`config.mk`:
```
export PLATFORM = sky130hd
export DESIGN_NAME = dm_arbiter
export DESIGN_NICKNAME = d
export VERILOG_FILES = /design/src/rtl/dm_arb_pkg.sv /design/src/rtl/rr_arb2.sv /design/src/rtl/dm_arbiter.sv
export SDC_FILE = /design/constraint.sdc
export NUM_CORES = 1
export LEC_CHECK = 0
export ABC_CLOCK_PERIOD_IN_PS = 2100
export CORE_AREA = 2 2 116 118
export CTS_BUF_LIST = sky130_fd_sc_hd__clkbuf_16
export DETAILED_ROUTE_END_ITERATION = 10
export DIE_AREA = 0 0 118 120
export DONT_BUFFER_PORTS = 1
export GPL_ROUTABILITY_DRIVEN = 0
export SYNTH_ARGS = -nofsm -noshare
export SYNTH_HDL_FRONTEND = slang
export SYNTH_SLANG_ARGS = --single-unit
```
`constraint.sdc`:
```
create_clock -name clk -period 2.1 [get_ports clk]
set_input_delay 0.21 -clock clk [delete_from_list [all_inputs] [get_ports clk]]
set_output_delay 0.21 -clock clk [all_outputs]
set_load 0.005 [all_outputs]
```
`src/rtl/dm_arb_pkg.sv`:
```
// Shared types and constants for the two-master data-memory arbiter.
package dm_arb_pkg;

    localparam int STATE_W = 2;

    typedef enum logic [STATE_W-1:0] {
        IDLE   = 2'd0,
        ACCESS = 2'd1,
        RESP   = 2'd2
    } state_t;

    // Byte address bits [WIDX_TOP-1:WIDX_LSB] form the memory word index.
    localparam int WIDX_TOP = 12;
    localparam int WIDX_LSB = 2;
    localparam int WIDX_W   = WIDX_TOP - WIDX_LSB;

endpackage

```
`src/rtl/rr_arb2.sv`:
```
// Combinational two-way round-robin pick: a lone requester wins, a tie goes
// to the master that did not win last time.
module rr_arb2 (
    input  logic [1:0] req,
    input  logic       last_grant,
    output logic       valid,
    output logic       winner
);

    always_comb begin
        valid  = req[0] | req[1];
        winner = 1'b0;
        case (req)
            2'b10:   winner = 1'b1;
            2'b11:   winner = ~last_grant;
            default: winner = 1'b0;
        endcase
    end

endmodule

```
`src/rtl/dm_arbiter.sv`:
```
// Arbitrates two request/ack masters onto one single-port data memory:
// IDLE (arbitrate) -> ACCESS (drive memory) -> RESP (ack the winner).
module dm_arbiter
    import dm_arb_pkg::*;
#(
    parameter int AW = 32,
    parameter int DW = 32
) (
    input  logic          clk,
    input  logic          reset,
    input  logic          m0_req,
    input  logic          m0_we,
    input  logic [AW-1:0] m0_addr,
    input  logic [DW-1:0] m0_wdata,
    output logic          m0_ack,
    output logic [DW-1:0] m0_rdata,
    input  logic          m1_req,
    input  logic          m1_we,
    input  logic [AW-1:0] m1_addr,
    input  logic [DW-1:0] m1_wdata,
    output logic          m1_ack,
    output logic [DW-1:0] m1_rdata,
    output logic [AW-1:0] dm_addr,
    output logic [DW-1:0] dm_din,
    output logic          dm_MemWrite,
    output logic          dm_MemRead,
    input  logic [DW-1:0] dm_dout
);

    state_t        state;
    state_t        next_state;
    logic          sel;
    logic          last_grant;
    logic          arb_valid;
    logic          arb_winner;
    logic          we_sel;
    logic [AW-1:0] addr_sel;
    logic [DW-1:0] wdata_sel;
    logic          unused_addr_bits;

    rr_arb2 u_rr_arb2 (
        .req        ({m1_req, m0_req}),
        .last_grant (last_grant),
        .valid      (arb_valid),
        .winner     (arb_winner)
    );

    assign we_sel    = sel ? m1_we    : m0_we;
    assign addr_sel  = sel ? m1_addr  : m0_addr;
    assign wdata_sel = sel ? m1_wdata : m0_wdata;

    // Byte-offset and high address bits do not reach the memory.
    assign unused_addr_bits = ^{addr_sel[WIDX_LSB-1:0], addr_sel[AW-1:WIDX_TOP]};

    always_ff @(posedge clk or negedge reset) begin
        if (!reset) begin
            state <= IDLE;
        end else begin
            state <= next_state;
        end
    end

    always_comb begin
        next_state = state;
        case (state)
            IDLE:    if (arb_valid) next_state = ACCESS;
            ACCESS:  next_state = RESP;
            RESP:    next_state = IDLE;
            default: next_state = IDLE;
        endcase
    end

    // Winner is captured only when leaving IDLE, so it stays fixed for the
    // whole access even if the masters change their requests meanwhile.
    always_ff @(posedge clk or negedge reset) begin
        if (!reset) begin
            sel        <= 1'b0;
            last_grant <= 1'b1;
        end else if (state == IDLE && arb_valid) begin
            sel        <= arb_winner;
            last_grant <= arb_winner;
        end
    end

    always_ff @(posedge clk or negedge reset) begin
        if (!reset) begin
            m0_rdata <= '0;
            m1_rdata <= '0;
        end else if (state == ACCESS && !we_sel) begin
            if (sel) begin
                m1_rdata <= dm_dout;
            end else begin
                m0_rdata <= dm_dout;
            end
        end
    end

    // Memory strobes decode from state alone, so an asynchronous reset in
    // ACCESS removes the write enable before the next edge.
    always_comb begin
        dm_addr     = '0;
        dm_din      = '0;
        dm_MemWrite = 1'b0;
        dm_MemRead  = 1'b0;
        m0_ack      = 1'b0;
        m1_ack      = 1'b0;
        case (state)
            ACCESS: begin
                dm_addr     = {{(AW-WIDX_W){1'b0}}, addr_sel[WIDX_TOP-1:WIDX_LSB]};
                dm_din      = wdata_sel;
                dm_MemWrite = we_sel;
                dm_MemRead  = ~we_sel;
            end
            RESP: begin
                m0_ack = ~sel;
                m1_ack = sel;
            end
            default: ;
        endcase
    end

endmodule

```
==> flow_summary.toml <==
[final_layout]
n_antenna_cell = 0
areaGrowthSynthToFinish_pct = 13.1
stdcell_count = 455
drive_gt1_share_pct = 30.8
design_area_mm2 = 0.00384
nFillCells = 1332
nets = 440

[timing]
drv_slew = 0
setup_viol = 0
fin_crit_sh_pct = 84.4
hold_violations = 0
tns_ns = 0
rsz0062_at_grt = "false"
fin_ws_ns = 0.327
final.min_clock_period_ns = 1.77
fmax_ghz = 0.564
clock_skew_ns = 0.00621

[worst_setup_path]
crit_type = "reg2out"
critPathArrivalTime_ns = 1.56
crit_required_ns = 1.89
worstSetupStartpointType = "flip-flop"
endpoint_kind = "primary output"
worstPathMaxFanout = 33

[clock_network]
clock_latency_ns = 0.33
cts_hold_buf = 4
clk_pin_slew_ns = 0.06
cts_buffer_depth = 2
cts_setup_buffers = 0
htreeDepth = 3
cts.repair.resized = 0
cts_tree = "built"
cts-root-buf = "clkbuf_16"
cts_buffers = 9
clock-sinks = 68

[route]
dr_total_vias = 2051
routed_wirelength_um = 8050
post_drt_wl_per_cell_um = 17.7
via_per_inst = 4.51
ant_nets = 0
dr.first_iter.drc_count = 91
drcViolationCount = 0
first_pass_iters = 4

[placed_design]
pre_cts_slack_ns = 0.458
dpl.hpwl_um = 5980
place_area_mm2 = 0.00351
port_buffers = 0
dp_cells = 435

[floorplan]
rows = 42
die_w_um = 118
start_util_pct = 26.1
io-pin-count = 298
dieArea_mm2 = 0.0142
fp.dieH_um = 120
design.core.area_mm2 = 0.0130

[global_routing]
grtUsageTotal_pct = 10.7
grt_first_pass_wirelength_um = 11500
grt_start_max_net_pins = 69
grt_pass1_vias = 2001
antenna_found_initial = 0
gr-total-overflow = 0

[synthesis]
yosys.area_share.xor_xnor_pct = 0
synth_top_family_by_area = "multiplexers"
synth_commonest_cells = "dfrtp_1 (67), mux2_2 (59), nor2_1 (44)"
yosysMostFrequentCell = "dfrtp_1"
yosys.area.top_type = "dfrtp_1"
ys_ff_latch = 68
synth_cells = 271
synth-simple-area-share_pct = 6.71
yosysSeqAreaShare_pct = 50.2
synth_adder_area_share_pct = 0
netlist-cell-type-count = 24
syn_avg_cell_area_um2 = 12.5
netlist_area_mm2 = 0.00339
netlist_top_cells_area = "dfrtp_1 (49%), mux2_2 (20%), mux2i_1 (13%), buf_4 (4.9%), nor2_1 (4.9%)"
muxShareOfSynthArea_pct = 33.9
ys.flop_type = "dfrtp_1"
synth_compound_area_share_pct = 1.11
synth-edff-count = 0
yosysWarnings = 0
synth-async-reset-ratio_pct = 100
yosysTopAreaCellShare_pct = 49.4

[job]
cap_violations = 0

[status]
status = "completed"

[power]
peakVddDrop_uv = 526
powerDensity_mw_per_mm2 = 1510
leakage_nw = 1.65

[min_path]
hold_class = "in2reg"
[cells by family (layout without fill, tap and decap cells)]
family | Yosys count | count (layout)
mux | 107 | 107
flops | 68 | 68
simple gates | 51 | 51
buf+inv | 39 | 26
compound gates | 5 | 5
other cells | 1 | 22
[layout by cell type (no fill, tap or decap), drive strengths merged]
master,netlist,routed
a21boi,1,1
a21oi,1,1
a31oi,1,1
and3b,1,1
buf,34,6
clkbuf,4,9
clkinv,0,4
clkinvlp,0,2
conb,1,22
dfrtp,67,67
dfstp,1,1
dlygate4sd3,0,3
inv,1,2
mux2,64,64
mux2i,43,43
nand2b,1,1
nand3,1,1
nor2,44,44
nor2b,1,1
nor3,1,1
nor3b,2,2
o21a,1,1
o221a,1,1
[through the flow]
stage	hold slack (ns)	util, %	power, mW
final	0.0187	29.6	5.79
after floorplan	-0.0856	-	4.05
after CTS	0.00326	29.6	5.91
after global placement	-0.0843	27.0	4.39
after detailed placement	-0.0846	27.0	4.48
after global routing	0.00622	29.6	6.18
[routing by layer]
metal	up-vias	routed length [µm]	part of all wire (%)	global-route usage, %
met5	-	0	0	0
met4	0	112	1.4	3.99
met3	9	683	8.5	3.99
met2	124	4210	52	18.5
met1	1017	3040	38	12.1
li1	901	-	-	-
[path summary, 6_finish.rpt]
check / start / endpoint / slack (ns) / cells past startpoint
min reg2reg: m1_rdata[28]$_DFFE_PN0P_ / m1_rdata[28]$_DFFE_PN0P_ / 0.52 / 1
max: sel$_DFFE_PN0P_ / dm_MemRead / 0.33 / 3
max in group asynchronous: reset / last_grant$_DFFE_PN1P_ / 1.36 / 2
max reg2reg: state[1]$_DFFE_PN0P_ / m1_rdata[15]$_DFFE_PN0P_ / 0.46 / 4
min in group asynchronous: reset / m0_rdata[29]$_DFFE_PN0P_ / 0.44 / 2
min: dm_dout[12] / m0_rdata[12]$_DFFE_PN0P_ / 0.02 / 1
[report_power, final]
part / switching, mW / internal (mW)
clock: 0.556 / 0.791
combinational: 0.898 / 1.01
sequential: 0.544 / 1.99
[state kept, by name, indices dropped and copies added, names as in the netlist]
| register | flops |
|---|---|
| last_grant | 1 |
| m0_rdata | 32 |
| m1_rdata | 32 |
| sel | 1 |
| state | 2 |
[worst max-delay path, cell delays in order (launching register included)]
cell	delay (ns)
dfrtp_2	0.43
buf_12	0.26
mux2i_1	0.28
nor2b_1	0.25
[final cells by class]
type | count | area, µm² | share of cell area [%]
well taps | 176 | 220 | 5.74
inverters | 1 | 3.75 | 0.0978
flip-flops and latches | 68 | 1700 | 44.4
repair buffers | 9 | 133 | 3.46
clock inverters | 7 | 42.5 | 1.11
multi-input cells | 185 | 1510 | 39.3
clock buffers | 9 | 225 | 5.87
No activity file was read; power rests on OpenSTA's default activity.
